===== src/rtl/seq_shift_add_mult.sv =====
// Sequential unsigned shift-and-add multiplier: one add/shift iteration per clock,
// WIDTH iterations per product, start/done handshake with back-to-back starts.
module seq_shift_add_mult #(
    parameter int unsigned WIDTH = 4
) (
    input  logic                 clk,
    input  logic                 rst_n,
    input  logic                 start,
    input  logic [WIDTH-1:0]     a,
    input  logic [WIDTH-1:0]     b,
    output logic                 busy,
    output logic                 done,
    output logic [2*WIDTH-1:0]   product
);

    localparam int unsigned CW = (WIDTH > 1) ? $clog2(WIDTH) : 1;

    typedef enum logic [1:0] {
        IDLE = 2'd0,
        RUN  = 2'd1,
        DONE = 2'd2
    } state_e;

    state_e               state_q, state_d;
    logic [WIDTH-1:0]     mcand_q, mcand_d;
    logic [WIDTH-1:0]     acc_q, acc_d;
    logic [WIDTH-1:0]     mq_q, mq_d;
    logic [CW-1:0]        cnt_q, cnt_d;
    logic [2*WIDTH-1:0]   product_q, product_d;

    logic [WIDTH:0]       sum_ext;
    logic [2*WIDTH-1:0]   shifted;
    logic                 accept;

    always_comb begin
        sum_ext = {1'b0, acc_q};
        if (mq_q[0]) begin
            sum_ext = {1'b0, acc_q} + {1'b0, mcand_q};
        end
        // {c,sum,mq} >> 1 with the consumed mq[0] dropped; carry lands in acc MSB
        shifted = {sum_ext, mq_q[WIDTH-1:1]};
    end

    always_comb begin
        state_d   = state_q;
        mcand_d   = mcand_q;
        acc_d     = acc_q;
        mq_d      = mq_q;
        cnt_d     = cnt_q;
        product_d = product_q;
        accept    = 1'b0;

        case (state_q)
            IDLE: accept = start;
            RUN: begin
                acc_d = shifted[2*WIDTH-1:WIDTH];
                mq_d  = shifted[WIDTH-1:0];
                cnt_d = cnt_q + 1'b1;
                if (cnt_q == CW'(WIDTH - 1)) begin
                    product_d = shifted;
                    state_d   = DONE;
                end
            end
            DONE: begin
                accept  = start;
                state_d = IDLE;
            end
            default: state_d = IDLE;
        endcase

        if (accept) begin
            mcand_d = a;
            mq_d    = b;
            acc_d   = '0;
            cnt_d   = '0;
            state_d = RUN;
        end
    end

    always_ff @(posedge clk or negedge rst_n) begin
        if (!rst_n) begin
            state_q   <= IDLE;
            mcand_q   <= '0;
            acc_q     <= '0;
            mq_q      <= '0;
            cnt_q     <= '0;
            product_q <= '0;
        end else begin
            state_q   <= state_d;
            mcand_q   <= mcand_d;
            acc_q     <= acc_d;
            mq_q      <= mq_d;
            cnt_q     <= cnt_d;
            product_q <= product_d;
        end
    end

    assign busy    = (state_q == RUN);
    assign done    = (state_q == DONE);
    assign product = product_q;

endmodule


===== config.mk =====
export PLATFORM = sky130hd
export DESIGN_NAME = seq_shift_add_mult
export DESIGN_NICKNAME = d
export VERILOG_FILES = /design/src/rtl/seq_shift_add_mult.sv
export SDC_FILE = /design/constraint.sdc
export NUM_CORES = 1
export LEC_CHECK = 0
export CAP_MARGIN = 0
export CORE_AREA = 10 10 75 77
export CTS_BUF_LIST = sky130_fd_sc_hd__clkbuf_8
export CTS_CLUSTER_DIAMETER = 40
export DETAILED_ROUTE_END_ITERATION = 10
export DIE_AREA = 0 0 85 87
export PLACE_DENSITY_LB_ADDON = 0.05
export SLEW_MARGIN = 25
export SYNTH_ARGS = -nofsm -noshare
export SYNTH_HDL_FRONTEND = slang
export SYNTH_SLANG_ARGS = --single-unit

===== constraint.sdc =====
create_clock -name clk -period 2.6 [get_ports clk]
set_input_delay 0.52 -clock clk [delete_from_list [all_inputs] [get_ports clk]]
set_output_delay 0.52 -clock clk [all_outputs]
set_load 0.03 [all_outputs]

==> metrics.txt, run 1 <==
RR Endpoint=product[7]; Worst path slowest cell=clkdlybuf4s50_1; fin cells=193; FF+latch count, synth=24; sw frac=41.6%; RSZ-0062 raised after global routing=no; dpl cell area=0.00149 mm2; DRC Markers=0; ranking of synthesized cells by area=dfrtp_1 49%, nand2_1 7.4%, mux2i_1 6.6%, ha_1 5.1%, mux2_1 2.8%; TritonCTS clock tree=yes; Power Total=1940 uW; Top FF cell, synth=dfrtp_1; die area=0.00740 mm2; via count=918; diodes inserted=0; Syn Inst Count=118; Inst Count DP=189; Max-Cap Viols=0; postcts setup bufs=0; status=finished clean; met3 Track Usage GR=2.43%; Setup TNS Final=0 ns; crit path capture type=primary output; Post-synth EDFFs=0; Setup crit start kind=flip-flop; Int Power=1130 uW; GR Util met1=9.82%; Yosys cell types=34; Worst-Margin Slew=0.432 ns; minimum clock period=2.21 ns; Clock Skew=0.00279 ns; Slew Limit Fails=0; Cell Pwr Density=1260 mW/mm2; Clock Path Buffers=2; grt ovf=0; total track usage=8.09%; flop2flop setup slack=0.81 ns; final hold violations=0; die height=87 um; Max Clk Rate=453 MHz; most frequent cells in the layout=24 x nand2_1, 24 x dfrtp_1, 20 x clkdlybuf4s50_1, 8 x mux2i_1; min-delay src=product[1]; post-cts resize count=0; crit path kind=flip-flop to primary output; Tcrit/Tclk final=84.9%; Yosys warnings=0; Net Count, Synth=135; CP Data Required Time=2.08 ns; clock power share=13.1%; Psw=807 uW; Core ar.=0.00423 mm2; part of the power in registers=35.8%; hold worst-path end=product[1]; # rows=24; Mean Syn Cell Area=10.3 um2; Yosys top cell area share=49.2%; hold depth=2; CTS clk-pin slew, worst paths=0.08 ns; Worst R2R Path Depth=5; asr flop ratio synth=100%; Final nets=159; Antenna Nets Post-Route=0; hold_buf cts=0; Clock Tree Root=clkbuf_8; antenna violations before repair=0; GR peak layer=met2; largest net degree at the start of global routing=25; met2 global-route usage=13.3%; first-pass GRT wire length=4870 um; CP max FO=6; layout overhead on the synthesized area=26.3%; IO Port Bufs=20; Worst Hold Class=flip-flop to flip-flop; area occupied by multi-input gates=584 um2; drt first pass iters=4; Final Setup Violations=0; worst r2r src=acc_q[0]; HPWL Detailed=2110 um; layout cell share with drive strength beyond 1=7.09%; Yosys top cell by area=dfrtp_1; GP Congestion=0.721; Seq/Total Area, Yosys=49.2%; clock sinks=24; wire length per cell=14.5 um; die outline width=85 um; VDD IR max=343 uV; vias per cell=4.76; Inserted Clock Buffers=3; H-tree depth=1; mapped cell area=0.00122 mm2; Initial Util=28.8%; Post-Route WL=2800 um; I/O pin total=21; final instance area=0.00154 mm2; initial DRC count=39; CP peak stage delay=0.69 ns; Fillers=434; Leak=0.000713 uW; CP arrival=1.69 ns; register area=601 um2; Rel. slew slack=71.1%; Clk Latency, worst-skew pair=0.26 ns; CP bufs+invs=2; Top delay family on crit path=buffers and inverters; CP Cell Sequence=nand2b_2, inv_1, clkdlybuf4s50_1; vias in the first global route=1001; combinational power share=51.1%
layout make-up:
type / count / area share (%)
inverter: 4 / 0.973
timing repair buffer: 23 / 14.4
multi-input combinational: 86 / 37.9
clock buffer: 4 / 3.57
sequential: 24 / 38.9
tap: 52 / 4.22
routing by layer:
metal	up-vias	share of wire [%]
li1	461	-
met1	438	48
met2	17	46
met3	2	5.0
met4	0	0.68
met5	-	0
how the worst max path moves through the flow:
| stage | startpoint | to | depth (start not counted) |
|---|---|---|---|
| after floorplan | acc_q[0] | product[7] | 5 |
| after global placement | state_q[1] | busy | 3 |
| after detailed placement | start | mq_q[3] | 4 |
| after CTS | state_q[1] | busy | 3 |
| after global routing | state_q[1] | busy | 3 |
| final | state_q[1] | busy | 3 |
synthesized netlist by cell type, types with 2 or more instances:
master,count
nor2_1,2
nand2b_1,3
mux2_1,3
o21ai_0,5
o211ai_1,2
dfrtp_1,24
a22o_1,3
nor2b_1,5
or4_1,2
mux2i_1,8
inv_1,3
buf_2,2
a211oi_1,2
nand3_1,2
a21oi_1,5
nand2_1,24
ha_1,5
a31oi_1,2
tightest hold or removal path: cells and delay by family (launching register included):
| family | cells | cell delay, ns |
|---|---|---|
| AND/OR/NAND/NOR | 2 | 0.10 |
| flip-flops | 1 | 0.35 |
metrics by stage:
| step | setup slack (ns) | hold WS (ns) | util (%) |
|---|---|---|---|
| after CTS | 0.383 | 0.487 | 36.4 |
| after detailed placement | 0.631 | 0.465 | 35.1 |
| after global routing | 0.332 | 0.514 | 36.4 |
| final | 0.392 | 0.477 | 36.4 |
| after floorplan | 0.985 | 0.224 | - |
| after global placement | 0.692 | 0.459 | 35.1 |
state kept, by name (all words and copies together) (netlist names):
register  flops
acc_q         4
cnt_q         2
mq_q          4
product       8
state_q       2
mcand_q       4
power by group through the flow:
stage | clock network [uW] | logic, uW | registers, uW
2_1_floorplan | 0 | 599 | 770
3_5_place_dp | 0 | 999 | 709
5_1_grt | 289 | 1120 | 729
3_3_place_gp | 0 | 997 | 704
6_report | 254 | 991 | 695
4_1_cts | 269 | 1010 | 699
cells by family after synthesis:
family          Yosys count  share of synthesized area, %
simple gates             43                          17.4
buf+inv                   8                          2.97
flops                    24                          49.2
fa+ha+maj                 6                          6.76
mux                      11                          9.32
xor+xnor                  2                          1.43
compound gates           24                          12.9
No activity file was read; power rests on OpenSTA's default activity.
==> inputs of run 2 (changes only) <==
Clock period 2.6 ns to 1.85 ns, I/O delays scaled along.
==> metrics.txt, run 2 (synthesized netlist as in run 1, its figures left out) <==
status=finished clean; Top delay family on crit path=adder cells; Final nets=163 (+2.5%); IO Port Bufs=20 (unchanged); # rows=24 (unchanged); Antenna Nets Post-Route=0 (unchanged); vias in the first global route=950 (-5.1%); Inst Count DP=193 (+2.1%); most frequent cells in the layout=24 x nand2_1, 24 x dfrtp_1, 18 x clkdlybuf4s50_1, 9 x buf_4, 8 x mux2i_1; first-pass GRT wire length=4930 um (+1.1%); layout cell share with drive strength beyond 1=11.0% (+3.9 points); fin cells=197 (+2.1%); Max Clk Rate=585 MHz; I/O pin total=21 (unchanged); Worst-Margin Slew=0.395 ns (-0.0371 ns); Worst path slowest cell=dfrtp_1; TritonCTS clock tree=yes; hold_buf cts=0 (unchanged); Setup crit start kind=flip-flop; clock power share=13.4% (+0.3 points); layout overhead on the synthesized area=28.4%; Psw=1160 uW (+44%); CP bufs+invs=0 (-2); Worst R2R Path Depth=5 (unchanged); final hold violations=0 (unchanged); register area=601 um2 (unchanged); Inserted Clock Buffers=3 (unchanged); largest net degree at the start of global routing=25 (unchanged); CP Data Required Time=2.01 ns (-0.07 ns); Crit. Startpoint=acc_q[0]; die height=87 um (unchanged); Clock Path Buffers=2 (unchanged); via count=918 (unchanged); sw frac=42.0% (+0.39 points); H-tree depth=1 (unchanged); die area=0.00740 mm2 (unchanged); Clock Skew=0.00266 ns (-0.000125 ns); vias per cell=4.66 (-2.0%); initial DRC count=68 (+74%); max reg flops=8 (unchanged); antenna violations before repair=0 (unchanged); diodes inserted=0 (unchanged); Initial Util=28.8% (unchanged); Cell Pwr Density=1770 mW/mm2 (+41%); HPWL Detailed=2210 um (+4.5%); CP arrival=1.87 ns (+0.18 ns); area occupied by multi-input gates=584 um2 (unchanged); Final Setup Violations=0 (unchanged); CP Cell Sequence=ha_1, fa_1, a21oi_1, o21ai_1, mux2_1; flop2flop setup slack=0.14 ns (-0.67 ns); combinational power share=51.1% (about the same); DRC Markers=0 (unchanged); GP Congestion=0.756 (+4.8%); Rel. slew slack=73.7% (+2.6 points); Int Power=1610 uW (+42%); crit path kind=flip-flop to flip-flop; Clk Latency, worst-skew pair=0.27 ns (about the same); worst r2r src=acc_q[0]; Tcrit/Tclk final=92.4%; minimum clock period=1.71 ns; Core ar.=0.00423 mm2 (unchanged); CTS clk-pin slew, worst paths=0.09 ns (about the same); total track usage=8.12% (+0.032 points); VDD IR max=722 uV (+110%); Setup TNS Final=0 ns (unchanged); Clock Tree Root=clkbuf_8; CP peak stage delay=0.42 ns (-0.27 ns); wire length per cell=15.2 um (+4.7%); crit path capture type=flip-flop; clock sinks=24 (unchanged); part of the power in registers=35.6% (-0.2 points); RR Endpoint=product[7]; Slew Limit Fails=0 (unchanged); RSZ-0062 raised after global routing=no; Max-Cap Viols=0 (unchanged); Worst Hold Class=input port to async pin; Leak=0.000734 uW (+3.0%); Post-Route WL=2990 um (+6.8%); die outline width=85 um (unchanged); CP max FO=4 (-2); Fillers=433 (-0.23%); grt ovf=0 (unchanged); drt first pass iters=4 (unchanged)
[run 2: changes by cell type in the layout (fill, tap and decap cells not counted), sizes merged]
cell and change:
clkdlybuf4s50 -2, buf +6
[run 2: area by class of cell]
class / instances / area share, %
tap: 52 / 4.15
inverter: 4 / 0.958
timing repair buffer: 27 / 15.8
multi-input combinational: 86 / 37.3
sequential: 24 / 38.3
clock buffer: 4 / 3.51
[run 2: what timing repair did]
item / 4_1_cts / 5_1_grt
gates resized for setup: 0 / 1
endpoints found under the setup margin: 0 / 1
setup buffers: 0 / 0
endpoints found under the hold margin: 0 / 0
[run 2: worst max-delay path by stage]
| stage | depth (start not counted) | to |
|---|---|---|
| after detailed placement | 5 | product[7] |
| after CTS | 5 | product[7] |
| after global routing | 5 | product[7] |
| after floorplan | 5 | product[7] |
| after global placement | 5 | product[7] |
| final | 5 | product[7] |
[run 2: metrics by stage]
stage	worst slack (ns)	area [um2]	hold slack [ns]	total power [uW]	util (%)
floorplan	0.235	1220	0.0744	1920	-
global placement	0.150	1510	0.460	2410	35.7
detailed placement	0.121	1510	0.472	2430	35.7
CTS	0.112	1570	0.467	2800	37.0
global route	0.0309	1570	0.474	3000	37.0
finish	0.140	1570	0.453	2770	37.0
[run 2: layer usage]
layer  GRT usage [%]  share of wire, %  routed length [um]
met1            10.8                52                1560
met2            12.3                44                1310
met3            2.25               3.4                 101
met4            2.69              0.64                  19
met5               0                 0                   0
[run 2: worst reg2reg max path, delay by kind of cell, from the launching register on]
kind,cells,cell delay [ns]
DFF,1,0.42
muxes,1,0.29
AOI/OAI and AO/OA,2,0.28
adders and majority gates,2,0.62
[run 2: power by group through the flow]
stage | logic [uW] | clock network (uW) | registers, uW
after floorplan | 842 | 0 | 1080
after global placement | 1420 | 0 | 996
after detailed placement | 1430 | 0 | 996
after CTS | 1430 | 381 | 988
after global routing | 1570 | 407 | 1020
final | 1420 | 371 | 986
==> inputs of run 3 (changes only) <==
==> constraint.sdc (replaced) <==
create_clock -name clk -period 2 [get_ports clk]
set_input_delay 0.3 -clock clk [delete_from_list [all_inputs] [get_ports clk]]
set_output_delay 0.3 -clock clk [all_outputs]
set_load 0.03 [all_outputs]
==> metrics.txt, run 3 (synthesized netlist as in run 1, its figures left out) <==
status=finished clean; first-pass GRT wire length=5150 um (+4.6%); wire length per cell=15.4 um (+1.4%); Clock Tree Root=clkbuf_8; initial DRC count=74 (+8.8%); vias in the first global route=1026 (+8.0%); Worst Hold Class=input port to async pin; Post-Route WL=3030 um (+1.4%); DRC Markers=0 (unchanged); drt first pass iters=4 (unchanged); CTS clk-pin slew, worst paths=0.09 ns (about the same); Rel. slew slack=73.9% (+0.21 points); CP Data Required Time=1.70 ns (-0.31 ns); final hold violations=0 (unchanged); via count=930 (+1.3%); Clock Path Buffers=2 (unchanged); Max Clk Rate=555 MHz; Max-Cap Viols=0 (unchanged); Clk Latency, worst-skew pair=0.27 ns (about the same); die area=0.00740 mm2 (unchanged); Leak=0.000751 uW (+2.3%); RSZ-0062 raised after global routing=no; crit path capture type=primary output; # rows=24 (unchanged); Worst-Margin Slew=0.392 ns (-0.00315 ns); diodes inserted=0 (unchanged); Cell Pwr Density=1640 mW/mm2 (-7.5%); antenna violations before repair=0 (unchanged); Antenna Nets Post-Route=0 (unchanged); die height=87 um (unchanged); vias per cell=4.72 (+1.3%); Place WS=0.228 ns (+0.107 ns); layout overhead on the synthesized area=28.9%; Tcrit/Tclk final=90.0%; largest net degree at the start of global routing=25 (unchanged); Worst R2R Path Depth=5 (unchanged); TritonCTS clock tree=yes; HPWL Detailed=2350 um (+6.6%); VDD IR max=442 uV (-39%); Clock Skew=0.00617 ns (+0.00351 ns); Final WS setup=0.199 ns (+0.0594 ns); H-tree depth=1 (unchanged); Worst path slowest cell=dfrtp_1; minimum clock period=1.80 ns; die outline width=85 um (unchanged); CP Cell Sequence=nand2b_2, inv_1, dlygate4sd2_1; Fillers=456 (+5.3%); most frequent cells in the layout=24 x nand2_1, 24 x dfrtp_1, 18 x clkdlybuf4s50_1, 8 x mux2i_1, 7 x buf_4; CP arrival=1.50 ns (-0.37 ns); Initial Util=28.8% (unchanged); Final Setup Violations=0 (unchanged); I/O pin total=21 (unchanged); max reg flops=8 (unchanged); Setup TNS Final=0 ns (unchanged); Core ar.=0.00423 mm2 (unchanged); Final nets=163 (unchanged); Slew Limit Fails=0 (unchanged); total track usage=8.46% (+0.34 points); Inserted Clock Buffers=3 (unchanged); Power Total=2570 uW (-7.1%); Setup crit start kind=flip-flop; hold_buf cts=0 (unchanged); clock sinks=24 (unchanged); CP peak stage delay=0.49 ns (+0.07 ns); crit path kind=flip-flop to primary output; CP max FO=7 (+3); GP Congestion=0.701 (-7.3%); layout cell share with drive strength beyond 1=9.66% (-1.4 points); Final Core Density=37.2% (+0.15 points); IO Port Bufs=20 (unchanged); grt ovf=0 (unchanged)
## run 3: where the power goes
group | switching [uW] | internal, uW | total [uW] | leakage (uW)
Combinational | 698 | 603 | 1300 | 0.000424
Clock | 163 | 176 | 338 | 0.0000288
Sequential | 224 | 712 | 936 | 0.000298
Total | 1080 | 1490 | 2570 | 0.000751
## run 3: area by class of cell
cell class	count	area, um2	share of cell area, %
Timing Repair Buffer	27	254	16.1
Tap cell	52	65.1	4.13
Inverter	4	15.0	0.954
Clock buffer	4	55.1	3.50
Multi-Input combinational cell	86	584	37.1
Sequential cell	24	601	38.2
## run 3: layer usage
metal,vias up,GRT usage [%],part of all wire (%)
met5,-,0,0
met4,0,2.25,0.63
met3,2,2.15,3.3
met2,12,13.6,45
met1,447,11.0,51
li1,469,-,-
## run 3: through the flow
step	instances	hold WS (ns)	area (um2)
finish	197	0.381	1570
global route	197	0.410	1570
CTS	197	0.397	1570
detailed placement	193	0.470	1520
global placement	193	0.461	1520
floorplan	118	0.00441	1220
## run 3: critical path, delay by kind of cell, from the launching register on
family        cells  cell delay (ns)
buf+inv           2             0.52
simple gates      1             0.23
flops             1             0.49
## run 3: worst paths after layout
path	start	to	slack, ns
setup / recovery	state_q[1]	busy	0.20
min in group clk	product[1]	product[1]	0.48
hold / removal	rst_n	acc_q[3]	0.38
hold reg to reg	product[1]	product[1]	0.48
max in group asynchronous	rst_n	mq_q[3]	1.37
setup reg to reg	acc_q[0]	product[7]	0.26
## run 3: repair_timing
item / 4_1_cts / 5_1_grt
resized for setup: 1 / 1
buffers inserted: 0 / 0
setup endpoints to repair: 1 / 1
pin swaps: 0 / 0
hold endpoints to repair: 0 / 0
